### src/rtl/hamming_pkg.sv
// ============================================================================
// Module      : hamming_pkg
// Description : Shared helpers and types for the Hamming SECDED decoder family
// Revision    : 1.0 - initial release
// ============================================================================
`default_nettype none

package hamming_pkg;

  // Widest error-position field carried in the status struct. It covers
  // codewords up to 255 bits; each decoder slices off the bits it needs.
  localparam int HSD_EP_W = 8;

  typedef struct packed {
    logic                corr;
    logic                uncorr;
    logic [HSD_EP_W-1:0] err_pos;
  } hsd_status_t;

  // Smallest r with 2**r >= data_w + r + 1
  function automatic int calc_r(input int data_w);
    int r;
    r = 1;
    while ((1 << r) < data_w + r + 1) r++;
    return r;
  endfunction

  // Hamming parity bits live at power-of-two positions
  function automatic logic is_pow2(input int p);
    return (p > 0) && ((p & (p - 1)) == 0);
  endfunction

endpackage

`default_nettype wire

### src/rtl/hamming_secded_decoder_if.sv
// ============================================================================
// Module      : hamming_secded_decoder_if
// Description : Codeword-in / result-out valid-ready bundle for the decoder
// Revision    : 1.0 - initial release
// ============================================================================
`default_nettype none

interface hamming_secded_decoder_if
  import hamming_pkg::*;
#(
  parameter int DATA_W = 32,
  parameter int R      = calc_r(DATA_W)
);
  localparam int CW_W = DATA_W + R + 1;
  localparam int EP_W = $clog2(CW_W + 1);

  logic              in_valid;
  logic              in_ready;
  logic [CW_W-1:0]   in_cw;
  logic              correct_en;
  logic              out_valid;
  logic              out_ready;
  logic [DATA_W-1:0] out_data;
  logic              out_corr;
  logic              out_uncorr;
  logic [EP_W-1:0]   out_err_pos;

  // Upstream producer / downstream consumer side
  modport master (
    output in_valid, in_cw, correct_en, out_ready,
    input  in_ready, out_valid, out_data, out_corr, out_uncorr, out_err_pos
  );

  // Decoder side
  modport slave (
    input  in_valid, in_cw, correct_en, out_ready,
    output in_ready, out_valid, out_data, out_corr, out_uncorr, out_err_pos
  );

endinterface

`default_nettype wire

### src/rtl/hamming_secded_decoder_syndrome.sv
// ============================================================================
// Module      : hamming_syndrome
// Description : Combinational Hamming syndrome and overall parity of a codeword
// Revision    : 1.0 - initial release
// ============================================================================
`default_nettype none

module hamming_syndrome
  import hamming_pkg::*;
#(
  parameter int DATA_W = 32,
  parameter int R      = calc_r(DATA_W)
) (
  input  wire logic [DATA_W+R:0] i_cw,
  output logic      [R-1:0]      o_syn,
  output logic                   o_op
);
  localparam int N = DATA_W + R;

  // Syndrome bit k checks every position whose index has bit k set
  always_comb begin
    o_syn = '0;
    for (int p = 1; p <= N; p++) begin
      for (int k = 0; k < R; k++) begin
        if (p[k]) o_syn[k] = o_syn[k] ^ i_cw[p-1];
      end
    end
    o_op = ^i_cw;
  end

endmodule

`default_nettype wire

### src/rtl/hamming_secded_decoder.sv
// ============================================================================
// Module      : hamming_secded_decoder
// Description : Two-stage streaming SECDED decoder with backpressure,
//               detect-only mode and saturating error counters
// Revision    : 1.0 - initial release
// ============================================================================
`default_nettype none

module hamming_secded_decoder
  import hamming_pkg::*;
#(
  parameter int DATA_W = 32,
  parameter int R      = calc_r(DATA_W),
  parameter int CNT_W  = 16
) (
  input  wire logic             clk,
  input  wire logic             rst,
  hamming_secded_decoder_if.slave bus,
  input  wire logic             clr_counts,
  output logic [CNT_W-1:0]      corr_count,
  output logic [CNT_W-1:0]      uncorr_count
);
  localparam int N    = DATA_W + R;
  localparam int CW_W = N + 1;
  localparam int EP_W = $clog2(CW_W + 1);

  logic [R-1:0]      w_syn;
  logic              w_op;
  logic              w_s1_load;
  logic              w_s1_adv;
  logic              w_s2_load;
  logic              w_in_acc;
  logic              w_out_hs;
  logic [CW_W-1:0]   w_fix;
  logic [DATA_W-1:0] w_data;
  hsd_status_t       w_stat;

  logic              r_s1_full;
  logic [CW_W-1:0]   r_s1_cw;
  logic [R-1:0]      r_s1_syn;
  logic              r_s1_op;
  logic              r_s1_cen;

  logic              r_s2_full;
  logic [DATA_W-1:0] r_s2_data;
  hsd_status_t       r_s2_stat;

  logic [CNT_W-1:0]  r_corr_cnt;
  logic [CNT_W-1:0]  r_uncorr_cnt;

  hamming_syndrome #(.DATA_W(DATA_W), .R(R)) u_syndrome (
    .i_cw  (bus.in_cw),
    .o_syn (w_syn),
    .o_op  (w_op)
  );

  // A stage loads when empty or when its current word moves on this cycle
  assign w_s2_load    = !r_s2_full || bus.out_ready;
  assign w_s1_adv     = r_s1_full && w_s2_load;
  assign w_s1_load    = !r_s1_full || w_s1_adv;
  assign w_in_acc     = bus.in_valid && w_s1_load;
  assign w_out_hs     = r_s2_full && bus.out_ready;
  assign bus.in_ready = w_s1_load;

  // Classify the S1 word and flip the located bit when correction is enabled
  always_comb begin
    w_stat = '0;
    w_fix  = r_s1_cw;
    if (r_s1_syn == '0) begin
      if (r_s1_op) begin
        // Only the overall parity bit is wrong; data needs no change
        w_stat.corr    = 1'b1;
        w_stat.err_pos = HSD_EP_W'(CW_W);
      end
    end else if (r_s1_op && (int'(r_s1_syn) <= N)) begin
      w_stat.corr    = 1'b1;
      w_stat.err_pos = HSD_EP_W'(r_s1_syn);
      for (int p = 1; p <= N; p++) begin
        if (r_s1_cen && (int'(r_s1_syn) == p)) w_fix[p-1] = ~r_s1_cw[p-1];
      end
    end else begin
      // Even-weight error, or a syndrome pointing past the codeword
      w_stat.uncorr = 1'b1;
    end
  end

  // Pull data bits out of the non-power-of-two positions, LSB first
  always_comb begin : p_extract
    int j;
    j      = 0;
    w_data = '0;
    for (int p = 1; p <= N; p++) begin
      if (!is_pow2(p)) begin
        w_data[j] = w_fix[p-1];
        j++;
      end
    end
  end

  // Stage 1: capture the codeword with its syndrome, parity and mode
  always_ff @(posedge clk) begin
    if (rst) begin
      r_s1_full <= 1'b0;
      r_s1_cw   <= '0;
      r_s1_syn  <= '0;
      r_s1_op   <= 1'b0;
      r_s1_cen  <= 1'b0;
    end else if (w_s1_load) begin
      r_s1_full <= w_in_acc;
      if (w_in_acc) begin
        r_s1_cw  <= bus.in_cw;
        r_s1_syn <= w_syn;
        r_s1_op  <= w_op;
        r_s1_cen <= bus.correct_en;
      end
    end
  end

  // Stage 2: hold the decoded result until the consumer takes it
  always_ff @(posedge clk) begin
    if (rst) begin
      r_s2_full <= 1'b0;
      r_s2_data <= '0;
      r_s2_stat <= '0;
    end else if (w_s2_load) begin
      r_s2_full <= r_s1_full;
      if (r_s1_full) begin
        r_s2_data <= w_data;
        r_s2_stat <= w_stat;
      end
    end
  end

  // Saturating counters, stepped only when a result is handed over
  always_ff @(posedge clk) begin
    if (rst || clr_counts) begin
      r_corr_cnt   <= '0;
      r_uncorr_cnt <= '0;
    end else if (w_out_hs) begin
      if (r_s2_stat.corr && (r_corr_cnt != '1))
        r_corr_cnt <= r_corr_cnt + CNT_W'(1);
      if (r_s2_stat.uncorr && (r_uncorr_cnt != '1))
        r_uncorr_cnt <= r_uncorr_cnt + CNT_W'(1);
    end
  end

  assign bus.out_valid   = r_s2_full;
  assign bus.out_data    = r_s2_data;
  assign bus.out_corr    = r_s2_stat.corr;
  assign bus.out_uncorr  = r_s2_stat.uncorr;
  assign bus.out_err_pos = r_s2_stat.err_pos[EP_W-1:0];
  assign corr_count      = r_corr_cnt;
  assign uncorr_count    = r_uncorr_cnt;

endmodule

`default_nettype wire
### src/flat_wrapper.sv
// flat-port wrapper written by rule: the top's interface ports become plain ports
module hamming_secded_decoder_flat import hamming_pkg::*;
#(
  parameter int DATA_W = 32,
  parameter int R      = calc_r(DATA_W),
  parameter int CNT_W  = 16
)
  (clk, rst, clr_counts, corr_count, uncorr_count, bus_in_valid, bus_in_cw, bus_correct_en, bus_out_ready, bus_in_ready, bus_out_valid, bus_out_data, bus_out_corr, bus_out_uncorr, bus_out_err_pos);
  hamming_secded_decoder_if #(.DATA_W(DATA_W), .R(R)) bus_i ();
  input  wire logic clk;
  input  wire logic rst;
  input  wire logic clr_counts;
  output logic [CNT_W-1:0] corr_count;
  output logic [CNT_W-1:0] uncorr_count;
  input wire logic [$bits(bus_i.in_valid)-1:0] bus_in_valid;
  input wire logic [$bits(bus_i.in_cw)-1:0] bus_in_cw;
  input wire logic [$bits(bus_i.correct_en)-1:0] bus_correct_en;
  input wire logic [$bits(bus_i.out_ready)-1:0] bus_out_ready;
  output wire logic [$bits(bus_i.in_ready)-1:0] bus_in_ready;
  output wire logic [$bits(bus_i.out_valid)-1:0] bus_out_valid;
  output wire logic [$bits(bus_i.out_data)-1:0] bus_out_data;
  output wire logic [$bits(bus_i.out_corr)-1:0] bus_out_corr;
  output wire logic [$bits(bus_i.out_uncorr)-1:0] bus_out_uncorr;
  output wire logic [$bits(bus_i.out_err_pos)-1:0] bus_out_err_pos;
  assign bus_i.in_valid = bus_in_valid;
  assign bus_i.in_cw = bus_in_cw;
  assign bus_i.correct_en = bus_correct_en;
  assign bus_i.out_ready = bus_out_ready;
  assign bus_in_ready = bus_i.in_ready;
  assign bus_out_valid = bus_i.out_valid;
  assign bus_out_data = bus_i.out_data;
  assign bus_out_corr = bus_i.out_corr;
  assign bus_out_uncorr = bus_i.out_uncorr;
  assign bus_out_err_pos = bus_i.out_err_pos;
  hamming_secded_decoder #(.DATA_W(DATA_W), .R(R), .CNT_W(CNT_W)) u_core (.clk(clk), .rst(rst), .bus(bus_i), .clr_counts(clr_counts), .corr_count(corr_count), .uncorr_count(uncorr_count));
endmodule
### config.mk
export PLATFORM = sky130hd
export DESIGN_NAME = hamming_secded_decoder_flat
export DESIGN_NICKNAME = d
export VERILOG_FILES = /design/src/rtl/hamming_pkg.sv /design/src/rtl/hamming_secded_decoder_if.sv /design/src/rtl/hamming_secded_decoder_syndrome.sv /design/src/rtl/hamming_secded_decoder.sv /design/src/flat_wrapper.sv
export SDC_FILE = /design/constraint.sdc
export NUM_CORES = 1
export LEC_CHECK = 0
export BUFFER_PORTS_ARGS = -buffer_cell sky130_fd_sc_hd__buf_2
export CAP_MARGIN = 0
export CORE_MARGIN = 2
export CORE_UTILIZATION = 55
export DETAILED_ROUTE_END_ITERATION = 8
export GPL_TIMING_DRIVEN = 0
export PLACE_DENSITY = 0.83
export SKIP_LAST_GASP = 1
export SYNTH_ARGS = -nofsm -noshare
export SYNTH_HDL_FRONTEND = slang
export SYNTH_SLANG_ARGS = --single-unit
### constraint.sdc
create_clock -name clk -period 2.6 [get_ports clk]
set_input_delay 0.52 -clock clk [delete_from_list [all_inputs] [get_ports clk]]
set_output_delay 0.52 -clock clk [all_outputs]
set_load 0.05 [all_outputs]
; ---- After elaboration in Yosys (flattened, before gate mapping)
; Index checks and enable logic that the tools add are counted.
[word_totals]
output_inout_bits = 74
register_bits = 120
word_cells = 286
input_bits = 45
[classes]
n_lt_le_gt_ge = 1
eq_ne = 40
mux = 48
reduce_logical = 55
bitwise = 128
n_addsub = 2
[ops]
columns = operator, n
row1 = "6-bit == test, second input constant", 23
row2 = 1-bit bitwise XOR, 90
row3 = 38-bit 2-to-1 mux, 2
row4 = "6-bit by 5-bit == test with 1-bit output, second input constant", 8
row5 = 1-bit logical AND, 44
row6 = 1-bit 2-to-1 mux, 43
row7 = 39-bit parity, 1
row8 = 1-bit inverter, 38
row9 = "16-bit by 1-bit adder with 16-bit output, second input constant", 2
row10 = "16-bit inequality test, second input constant", 2
row11 = "6-bit by 4-bit == test with 1-bit output, second input constant", 4
row12 = 6-bit 2-to-1 mux, 3
row13 = "6-bit by 3-bit == test with 1-bit output, second input constant", 2
row14 = 2-bit AND reduction, 4
row15 = "6-bit by 2-bit == test with 1-bit output, second input constant", 1
row16 = "6-bit less-or-equal comparator, second input constant", 1
row17 = 6-bit logical NOT, 1
row18 = 1-bit logical OR, 3
row19 = 1-bit logical NOT, 2

; ---- Logic depth before layout (Yosys ltp)
[depth]
ltp_word = 18
depth_mapped = 7
mapped_depth_nobuf = 7

; ---- Modules after synthesis
; Synthesis repeated with hierarchy kept, for this count alone.
[unflattened]
hier_cells = 679
area_unflattened_um2 = 5901.9
[modules_own_cells]
columns = mod, cells_each, n_inst, area_each_um2, seq_area_each_um2
row1 = hamming_secded_decoder, 619, 1, 5136.2, 2282.2
row2 = hamming_syndrome, 60, 1, 765.7, 0.0

; ---- Least setup slack after synthesis
; Ideal clock, no wire load.
[synth_path]
kind = reg2reg
startpoint = reg u_core.r_corr_cnt[0], in the netlist u_core.corr_count[0]
endpoint = reg u_core.r_corr_cnt[7], in the netlist u_core.corr_count[7]
t_required_ps = 2472
path_stages_with_launch = 8
setup_ps = 128
slack_ps = 409
t_arrival_ps = 2063
synth_period_minus_slack_ps = 2191
n_path_buf = 0
cell_sequence = dfxtp_1 -> ha_1 -> nand2_1 -> nor4_1 -> a211oi_1 -> and3_1 -> xnor2_1 -> nor2_1
[synth_via]
elab_chain_len = 3
elab_cells_between_ends = 4
cone_classes = add/sub: 1 / eq/ne: 1 / reduce/logical: 2
[synth_lines]
columns = item, line
row1 = "start, declared", hamming_secded_decoder.sv:48  ; logic [CNT_W-1:0] r_corr_cnt;
row2 = "start signal, assigned", hamming_secded_decoder.sv:141  ; r_corr_cnt <= r_corr_cnt + CNT_W'(1);
row3 = branches (longest 3 deep; another with 16-bit by 1-bit adder with 16-bit output), -
; Several ways; the timed one is not identified.
; A chain may end at the register's enable or synchronous reset.

; ---- Final worst setup path
[layout_path]
startpoint = reg u_core.r_corr_cnt[1], in the netlist u_core.corr_count[1]
endpoint = reg u_core.r_corr_cnt[9], in the netlist u_core.corr_count[9]
; Same word-level chain as after synthesis.

==> impl_metrics.json <==
{
  "fp.dieW_um": 104,
  "start_util_pct": 56.5,
  "cts_tree": "built",
  "syn_to_final_growth_pct": 24.9,
  "synth_area_um2": 5520,
  "crit_arrival_ns": 2.61,
  "wire_per_inst_um": 16.0,
  "p_per_area_nw_per_um2": 795,
  "antenna_found_initial": 0,
  "syn-num-nets": 705,
  "relSlewSlack_pct": 49.9,
  "rows": 36,
  "cts-root-buf": "clkbuf_8",
  "max_freq_ghz": 0.451,
  "antenna-diode-count": 0,
  "synth.area.top_cells": "dfxtp_1, xnor2_1, nand2_1",
  "fin_total_pwr_mw": 5.48,
  "drv_cap": 0,
  "io_pins": 119,
  "yosysSeqAreaShare_pct": 41.3,
  "fin_skew_ns": 0.00412,
  "r2r_slack_ns": 0.38,
  "clk_path_buf_depth": 2,
  "synthCells": 658,
  "worst_hold_slack_ns": 0.231,
  "p_clk_share_pct": 44.1,
  "slew_violations": 0,
  "combPwrFrac_pct": 20.6,
  "cts_buffers": 17,
  "synth_cell_type_count": 37,
  "dr.pass1.iters": 5,
  "post_cts_buffers": 0,
  "first_iter_violations": 366,
  "path_clk_slew_ns": 0.06,
  "p_sw_mw": 1.57,
  "ys_ff_latch": 114,
  "cts_resized": 0,
  "fp.dieArea_um2": 10900,
  "period_share_pct": 85.2,
  "startpoint_type": "register",
  "reg2reg_to": "u_core.corr_count[9]",
  "ctsHoldBuffers": 0,
  "status": "finished, final reports clean",
  "wirelength_mm": 15.0,
  "netlist.area_leader.share_pct": 41.3,
  "grt_max_degree": 17,
  "via_per_inst": 5.47,
  "post-route-util_pct": 70.6,
  "core-area_um2": 9770,
  "ys_async_sr_fraction_pct": 0,
  "drc": 0,
  "synth_common_cells": "dfxtp_1, nand2_1, nor2_1",
  "synth.most_common_cell": "dfxtp_1",
  "synth_edf_count": 0,
  "min_period_ns": 2.22,
  "vias": 5148,
  "yosysWarnings": 0,
  "critPathMaxFanout": 4,
  "syn_avg_cell_area_um2": 8.40,
  "antenna_left": 0,
  "rsz0062_at_grt": "no",
  "power.internal_mw": 3.91,
  "grt_pass1_vias": 4989,
  "required_ns": 3.00,
  "clock_sinks": 114,
  "crit_type": "reg2reg",
  "place_ws_ns": 0.171,
  "drive_above_1_share_pct": 19.2,
  "startpoint": "u_core.corr_count[1]",
  "place.detailed.hpwl_mm": 11.1,
  "holdCritPathClass": "in2reg",
  "layout.nets": 842,
  "htreeDepth": 4,
  "gp_congestion": 0.918,
  "worst_ir_drop_vdd_mv": 0.377,
  "sw_frac_of_total_pct": 28.6,
  "tns_ns": 0,
  "clk_latency_ns": 0.52,
  "crit_path_end_kind": "register",
  "ys.flop_type": "dfxtp_1",
  "seq_power_share_pct": 35.3,
  "yosysTopAreaCell": "dfxtp_1",
  "hold_viol": 0,
  "worst_slew_pin_slew_ns": 0.746,
  "grt_overflow": 0,
  "worst-r2r-cell-count": 7,
  "chipHeight_um": 104,
  "power_leakage_nw": 2.74,
  "grt_util_all_layers_pct": 28.1,
  "setup_viol_count_final": 0,
  "grt_pass1_wl_mm": 24.2,
  "reg2reg_from": "u_core.corr_count[1]",
  "io_buffers": 118,
  "critical_path.endpoint": "u_core.corr_count[9]",
  "worst_slack_ns": 0.384
}
metrics by stage:
stage	area, um2	cells
6_report	6900	941
5_1_grt	6900	941
4_1_cts	6900	941
3_5_place_dp	6280	909
3_3_place_gp	6280	909
2_1_floorplan	5520	658
cell usage in the layout, fill, tap and decap left out, drive strengths merged, types with 13 or more instances in the layout:
cell    Yosys  final
buf         7    125
a21oi      48     48
nand4      13     13
xor2       40     40
a211oi     26     26
or3        15     15
xnor2      67     67
nor2       84     84
dfxtp     114    114
nand3      18     18
nor3       17     17
nand2     101    101
o21ai      13     13
clkbuf     32     53
power by group through the flow:
stage | logic (mW) | registers [mW] | clock network, mW
6_report | 1.13 | 1.94 | 2.42
5_1_grt | 1.20 | 1.95 | 2.50
4_1_cts | 1.12 | 1.93 | 2.42
3_5_place_dp | 1.10 | 1.97 | 0
3_3_place_gp | 1.09 | 1.96 | 0
2_1_floorplan | 0.693 | 2.09 | 0
metal layers:
metal	vias to the layer above	share of wire, %	global-route usage (%)
li1	2517	-	-
met1	2389	42	32.6
met2	202	49	48.6
met3	40	6.2	7.58
met4	0	3.0	12.0
met5	-	0	0
worst min-delay path by stage:
| stage | end | depth (start not counted) | from |
|---|---|---|---|
| 4_1_cts | u_core.r_s1_cen | 3 | bus_correct_en |
| 3_3_place_gp | u_core.r_s1_cw[28] | 2 | u_core.r_s1_cw[28] |
| 6_report | u_core.r_s1_cen | 3 | bus_correct_en |
| 2_1_floorplan | u_core.r_s1_cen | 2 | u_core.r_s1_cen |
| 5_1_grt | u_core.r_s1_cen | 3 | bus_correct_en |
| 3_5_place_dp | u_core.r_s1_cw[28] | 2 | u_core.r_s1_cw[28] |
worst max-delay path, stage by stage (launching register included):
cell	delay, ns
dfxtp_1	0.39
ha_1	0.21
nand2_1	0.10
nor4_1	0.60
a211oi_1	0.30
and3_1	0.27
xnor2_1	0.14
nor2_1	0.06
layout make-up:
class	instances	area, um2
Inverter	2	7.51
Clock inverter	11	158
Fill cell	802	2880
Timing Repair Buffer	118	591
Clock buffer	21	459
Buffer	39	146
Multi-Input combinational cell	503	3090
Tap cell	133	166
Sequential cell	114	2280
registers in the layout (all words and copies together), names as in the netlist:
register,cells
u_core.bus.out_data,32
u_core.r_s1_cw,32
u_core.corr_count,16
u_core.uncorr_count,16
u_core.bus.out_err_pos,6
u_core.r_s1_syn,6
u_core.bus.out_corr,1
u_core.bus.out_uncorr,1
u_core.bus.out_valid,1
u_core.r_s1_cen,1
u_core.r_s1_full,1
u_core.r_s1_op,1
cells by family (layout without fill, tap and decap cells):
group / count (synthesis) / after routing / synth area share, %
mux: 1 / 1 / 0.181
flops: 114 / 114 / 41.3
buf+inv: 41 / 191 / 2.79
fa+ha+maj: 2 / 2 / 0.453
compound gates: 103 / 103 / 11.6
simple gates: 282 / 282 / 23.2
xor+xnor: 115 / 115 / 20.5
No activity file was read; power rests on OpenSTA's default activity.
